## src/rtl/fetch_pkg.sv

```systemverilog
// Shared types and constants for the instruction fetch unit.
package fetch_pkg;

    localparam int INSTR_W = 32;
    localparam int ADDR_W  = 32;

    // First fetch address after reset unless the instance overrides it.
    localparam logic [ADDR_W-1:0] RESET_VECTOR_DEFAULT = 32'h0000_0000;

    // Two-bit state encoding; 2'b11 is unused and recovers to FETCH.
    typedef enum logic [1:0] {
        ST_FETCH   = 2'b00,
        ST_DISCARD = 2'b01,
        ST_HOLD    = 2'b10
    } fetch_state_t;

    // Force a byte address onto a word boundary.
    function automatic logic [ADDR_W-1:0] word_align(input logic [ADDR_W-1:0] addr);
        return addr & ~ADDR_W'(3);
    endfunction

endpackage

```

## src/rtl/fetch_pc_reg.sv

```systemverilog
// Program counter register with next-pc select: redirect > +4 > hold.
module fetch_pc_reg
    import fetch_pkg::*;
#(
    parameter logic [ADDR_W-1:0] RESET_VECTOR = RESET_VECTOR_DEFAULT
) (
    input  logic              clk,
    input  logic              reset,
    input  logic              redirect_en,
    input  logic [ADDR_W-1:0] redirect_pc,
    input  logic              advance,
    output logic [ADDR_W-1:0] pc
);

    logic [ADDR_W-1:0] pc_plus4;
    logic [ADDR_W-1:0] pc_next;

    // Sequential increment; wraps from 32'hFFFF_FFFC to zero silently.
    assign pc_plus4 = pc + ADDR_W'(4);

    // Pick the next pc; a redirect always beats the sequential step.
    always_comb begin
        pc_next = pc;
        if (redirect_en) begin
            pc_next = word_align(redirect_pc);
        end else if (advance) begin
            pc_next = pc_plus4;
        end
    end

    // PC state; reset loads the (aligned) reset vector.
    always_ff @(posedge clk or negedge reset) begin
        if (!reset) begin
            pc <= word_align(RESET_VECTOR);
        end else begin
            // NOTE: state registers use non-blocking assignment so every flop
            // samples pre-edge values, independent of block ordering.
            pc <= pc_next;
        end
    end

endmodule

```

## src/rtl/fetch_unit.sv

```systemverilog
// Instruction fetch stage: requests words from instruction memory, holds the
// latched instruction for decode, and handles redirects at any point of a
// memory transaction without ever withdrawing an issued request.
module fetch_unit
    import fetch_pkg::*;
#(
    parameter logic [ADDR_W-1:0] RESET_VECTOR = RESET_VECTOR_DEFAULT
) (
    input  logic               clk,
    input  logic               reset,
    output logic               imem_req,
    output logic [ADDR_W-1:0]  imem_addr,
    input  logic               imem_ack,
    input  logic [INSTR_W-1:0] imem_rdata,
    input  logic               redirect_valid,
    input  logic [ADDR_W-1:0]  redirect_pc,
    output logic               if_valid,
    input  logic               if_ready,
    output logic [INSTR_W-1:0] if_instr,
    output logic [ADDR_W-1:0]  if_pc,
    output logic [ADDR_W-1:0]  if_pc4
);

    fetch_state_t       state;
    fetch_state_t       state_next;
    logic               started;
    logic [ADDR_W-1:0]  pc;
    logic [ADDR_W-1:0]  discard_addr;
    logic [INSTR_W-1:0] ir;
    logic [ADDR_W-1:0]  ir_pc;
    logic               pc_redirect;
    logic               pc_advance;
    logic               capture;
    logic               save_addr;

    fetch_pc_reg #(
        .RESET_VECTOR (RESET_VECTOR)
    ) u_pc (
        .clk          (clk),
        .reset        (reset),
        .redirect_en  (pc_redirect),
        .redirect_pc  (redirect_pc),
        .advance      (pc_advance),
        .pc           (pc)
    );

    // FSM state register.
    always_ff @(posedge clk or negedge reset) begin
        if (!reset) begin
            state <= ST_FETCH;
        end else begin
            state <= state_next;
        end
    end

    // Next-state and datapath controls; nothing moves until the first edge
    // after reset release, so an early ack cannot be mistaken for data.
    always_comb begin
        // NOTE: every output of this block gets a default first so no path
        // leaves a signal unassigned and a latch is never inferred.
        state_next  = state;
        pc_redirect = 1'b0;
        pc_advance  = 1'b0;
        capture     = 1'b0;
        save_addr   = 1'b0;
        if (started) begin
            case (state)
                ST_FETCH: begin
                    if (redirect_valid) begin
                        // Data arriving with a redirect is stale; drop it.
                        pc_redirect = 1'b1;
                        if (!imem_ack) begin
                            save_addr  = 1'b1;
                            state_next = ST_DISCARD;
                        end
                    end else if (imem_ack) begin
                        capture    = 1'b1;
                        pc_advance = 1'b1;
                        state_next = ST_HOLD;
                    end
                end
                ST_DISCARD: begin
                    // Keep the old request alive; the latest redirect wins.
                    pc_redirect = redirect_valid;
                    if (imem_ack) begin
                        state_next = ST_FETCH;
                    end
                end
                ST_HOLD: begin
                    if (redirect_valid) begin
                        pc_redirect = 1'b1;
                        state_next  = ST_FETCH;
                    end else if (if_ready) begin
                        state_next = ST_FETCH;
                    end
                end
                default: begin
                    state_next = ST_FETCH;
                end
            endcase
        end
    end

    // Start flag, instruction register and the address of an abandoned request.
    always_ff @(posedge clk or negedge reset) begin
        if (!reset) begin
            // NOTE: every flop here gets an explicit reset value so the
            // interface is defined on the very first cycle after release.
            started      <= 1'b0;
            ir           <= '0;
            ir_pc        <= '0;
            discard_addr <= '0;
        end else begin
            started <= 1'b1;
            if (capture) begin
                ir    <= imem_rdata;
                ir_pc <= pc;
            end
            if (save_addr) begin
                discard_addr <= pc;
            end
        end
    end

    // Outputs decode registered state only; if_pc4 alone is arithmetic on if_pc.
    assign imem_req  = started && ((state == ST_FETCH) || (state == ST_DISCARD));
    assign imem_addr = (state == ST_DISCARD) ? discard_addr : pc;
    assign if_valid  = (state == ST_HOLD);
    assign if_instr  = ir;
    assign if_pc     = ir_pc;
    assign if_pc4    = ir_pc + ADDR_W'(4);

endmodule

```

## config.mk

```make
export PLATFORM = sky130hd
export DESIGN_NAME = fetch_unit
export DESIGN_NICKNAME = d
export VERILOG_FILES = /design/src/rtl/fetch_pkg.sv /design/src/rtl/fetch_pc_reg.sv /design/src/rtl/fetch_unit.sv
export SDC_FILE = /design/constraint.sdc
export NUM_CORES = 1
export LEC_CHECK = 0
export BUFFER_PORTS_ARGS = -buffer_cell sky130_fd_sc_hd__buf_4
export CORE_UTILIZATION = 50
export CTS_BUF_LIST = sky130_fd_sc_hd__clkbuf_16
export CTS_CLUSTER_SIZE = 14
export DETAILED_ROUTE_END_ITERATION = 8
export GPL_TIMING_DRIVEN = 1
export PLACE_DENSITY = 0.87
export SLEW_MARGIN = 20
export SYNTH_ARGS = -nofsm -noshare
export SYNTH_HDL_FRONTEND = slang
export SYNTH_SLANG_ARGS = --single-unit
```

## constraint.sdc

```tcl
create_clock -name clk -period 2.92 [get_ports clk]
set_input_delay 0.146 -clock clk [delete_from_list [all_inputs] [get_ports clk]]
set_output_delay 0.146 -clock clk [all_outputs]
set_load 0.005 [all_outputs]
```

==> Flow_metrics.wiki <==
{| class="wikitable"
! Metric !! Value
|-
| DRC violation count after routing || 0
|-
| Count of yosys warnings during synthesis || 0
|-
| Metal3 WL || 1260 um
|-
| Slew of the pin with the lowest slew margin || 0.914 ns
|-
| Worst vdd rail ir drop || 667 uV
|-
| Clock input transition at the sequential cells of the worst setup and hold paths || 0.05 ns
|-
| Buffer depth of the longest clock path || 2
|-
| Setup WS pre-CTS || 0.699 ns
|-
| Fin. Hold Viols || 0
|-
| Core occupancy in the finished layout || 74.1%
|-
| Maximum net fanout on the critical path || 5
|-
| Hpwl dp || 11800 um
|-
| Diode count || 0
|-
| Floorplan die height || 115 um
|-
| DR top layer || met4
|-
| Worst Setup End Kind || output port
|-
| Initial Util || 52.1%
|-
| Post-synthesis average cell area || 9.28 um2
|-
| Met2 wire len || 8880 um
|-
| Sequential cell area fraction in the yosys report || 49.4%
|-
| Worst setup skew after layout || 0.00619 ns
|-
| Boundary Pins || 199
|-
| Maximum clock frequency || 385 MHz
|-
| Area of the multi-input gates || 0.00300 mm2
|-
| Total of endpoints with negative setup slack in the final report || 0
|-
| CP required || 2.77 ns
|-
| Instance area after placement || 0.00789 mm2
|-
| Share of post-route cells with drive strength above 1 || 31.8%
|-
| Startpoint type of the worst setup path || register
|-
| Worst setup margin || 0.321 ns
|-
| First-pass DRT Iterations || 5
|-
| Cell accounting for the most synthesized area || sky130_fd_sc_hd__dfrtp_1
|-
| Number of unique standard cell types used by synthesis || 49
|-
| Kind of critical path || register to output port
|-
| Width of the die || 115 um
|-
| Post-route clock period utilization || 89.0%
|-
| Most area-consuming cells after synthesis || sky130_fd_sc_hd__dfrtp_1, sky130_fd_sc_hd__nand2_1, sky130_fd_sc_hd__mux2_2
|-
| Cell area after layout || 0.00901 mm2
|-
| Worst max-slew margin expressed relative to the limit || 39.1%
|-
| RSZ-0062 raised after global routing || false
|-
| Post-CTS setup buffer count || 0
|-
| Net count reported at finish || 994
|-
| Total congestion overflow after global routing || 0
|-
| Final Routed Wirelength || 18200 um
|-
| Initial antenna violation count || 0
|-
| Layout-stage area growth over the synthesis result || 42.2%
|-
| Global-route usage over all layers || 28.8%
|-
| Post-layout min period || 2.60 ns
|-
| Core area || 0.0122 mm2
|-
| Reg area || 0.00313 mm2
|-
| Run status || finished clean
|-
| Average vias per placed instance || 5.34
|-
| Flops & latches, synth || 125
|-
| Vias in the first global route || 5666
|-
| Port bufs || 190
|-
| Post-detailed-route count of antenna-violating nets || 0
|-
| Signal arrival time at the worst endpoint || 2.45 ns
|-
| Post-DR wirelength/cell || 16.5 um
|-
| Cells after synthesis || 683
|-
| Htree depth || 4
|-
| Pwr/cell area || 745 mW/mm2
|-
| Max Cap Violations || 0
|-
| Root Buffer || sky130_fd_sc_hd__clkbuf_16
|-
| Leakage dissipation || 4.32 nW
|-
| Final TNS setup || 0 ns
|-
| TritonCTS clock tree || yes
|-
| Die Area || 0.0131 mm2
|-
| Worst-case register-to-register setup slack || 0.63 ns
|-
| Worst-skew pair later-pin latency || 0.41 ns
|-
| WL met1 || 7690 um
|-
| Via count of the routed design || 5887
|-
| Maximum number of pins on one net before global-route repair || 116
|-
| Rows || 40
|-
| Max-slew violation count || 0
|-
| Area share of the largest cell type after synthesis || 49.4%
|-
| Total CTS buffers || 17
|-
| Filler cell count || 845
|-
| Post-Synthesis Cell Area || 0.00634 mm2
|-
| RePlAce Congestion || 0.827
|-
| 1st-iter DRT viols || 442
|-
| Hold Path Class || primary input to register
|-
| First-pass GRT wire length || 28900 um
|-
| Clk sink count || 125
|}
==> critical path, cell delays in order (launching register included) <==
cell	delay, ns
sky130_fd_sc_hd__dfrtp_1	0.41
sky130_fd_sc_hd__ha_1	0.23
sky130_fd_sc_hd__and4_1	0.30
sky130_fd_sc_hd__and3_1	0.24
sky130_fd_sc_hd__nor2b_1	0.37
sky130_fd_sc_hd__nand3_1	0.18
sky130_fd_sc_hd__xnor2_1	0.18
sky130_fd_sc_hd__buf_4	0.13
==> power breakdown <==
part	internal, mW	switching, mW
Sequential	2.24	0.544
Clock	1.13	0.720
Combinational	1.25	0.821
==> cells by family (layout without fill, tap and decap cells) <==
logic type / Yosys count / in the layout / synth area share (%)
simple gates: 348 / 348 / 24.6
flops: 125 / 125 / 49.4
xor+xnor: 40 / 40 / 5.53
buf+inv: 52 / 298 / 3.87
mux: 59 / 59 / 10.5
other cells: 2 / 7 / 0.119
fa+ha+maj: 2 / 2 / 0.395
compound gates: 55 / 55 / 5.61
==> sequential cells by signal, indices dropped and copies added, names as in the netlist <==
name	count
started	1
u_pc.pc	30
discard_addr	30
state	2
if_pc	30
if_instr	32
==> path summary, 6_finish.rpt <==
path / from / endpoint / depth (start not counted)
hold reg to reg: if_instr[29] / if_instr[29] / 2
setup reg to reg: state[1] / if_instr[31] / 5
setup / recovery: if_pc[2] / if_pc4[18] / 7
max in group asynchronous: reset / if_instr[18] / 3
hold / removal: redirect_pc[4] / u_pc.pc[4] / 3
min in group asynchronous: reset / discard_addr[5] / 2
==> cells in the mapped netlist (all sizes together) <==
library cell / count
o22ai: 1
xnor2: 25
conb: 2
o31a: 1
nand4b: 1
nand3: 27
a41oi: 2
and2: 1
a221o: 2
o211ai: 8
a22oi: 1
and4: 3
or3: 2
nand3b: 1
xor2: 15
nand2: 224
inv: 7
nor2b: 3
o311ai: 4
o21ai: 25
nor4: 8
and3b: 1
nor2: 34
ha: 2
nand2b: 2
a21o: 2
clkbuf: 25
nor3: 8
a211oi: 3
mux2: 59
nand4: 20
or4: 2
buf: 20
a21oi: 4
a32oi: 1
or2: 3
dfrtp: 125
o32ai: 1
and3: 8
==> cells in the final DEF, fill, tap and decap left out, types with 5 or more instances in the layout <==
| master | instances |
|---|---|
| sky130_fd_sc_hd__nand2_1 | 224 |
| sky130_fd_sc_hd__buf_4 | 198 |
| sky130_fd_sc_hd__dfrtp_1 | 125 |
| sky130_fd_sc_hd__dlygate4sd3_1 | 61 |
| sky130_fd_sc_hd__mux2_2 | 59 |
| sky130_fd_sc_hd__nor2_1 | 33 |
| sky130_fd_sc_hd__nand3_1 | 27 |
| sky130_fd_sc_hd__xnor2_1 | 25 |
| sky130_fd_sc_hd__o21ai_0 | 23 |
| sky130_fd_sc_hd__nand4_1 | 19 |
| sky130_fd_sc_hd__clkbuf_16 | 17 |
| sky130_fd_sc_hd__xor2_1 | 15 |
| sky130_fd_sc_hd__and3_1 | 8 |
| sky130_fd_sc_hd__inv_1 | 8 |
| sky130_fd_sc_hd__o211ai_1 | 8 |
| sky130_fd_sc_hd__nor3_1 | 7 |
| sky130_fd_sc_hd__conb_1 | 7 |
| sky130_fd_sc_hd__clkinv_1 | 5 |
| sky130_fd_sc_hd__clkinv_2 | 5 |
==> metal layers <==
metal / up-vias / track usage [%]
met5: - / 0
met1: 2829 / 38.4
met2: 259 / 46.8
met3: 28 / 5.72
met4: 0 / 10.5
li1: 2771 / -
==> metrics by stage <==
step / instances / hold slack [ns] / total power [mW]
final: 1102 / 0.0451 / 6.71
after global routing: 1102 / 0.0531 / 7.08
after CTS: 1102 / 0.0262 / 6.71
after detailed placement: 1011 / 0.342 / 4.78
after global placement: 1011 / 0.334 / 4.70
after floorplan: 688 / -0.150 / 3.59
==> cell type report <==
cell class / count / area share (%)
Clock buffer: 17 / 4.72
Clock inverter: 13 / 0.944
Inverter: 7 / 0.292
Multi-Input combinational cell: 511 / 33.3
Sequential cell: 125 / 34.7
Tap cell: 168 / 2.33
Timing Repair Buffer: 261 / 23.7
==> timing repair <==
item / in CTS / in global routing
hold buffers: 61 / 0
endpoints found under the hold margin: 174 / 0
resized for setup: 0 / 0
No activity file was read; power rests on OpenSTA's default activity.
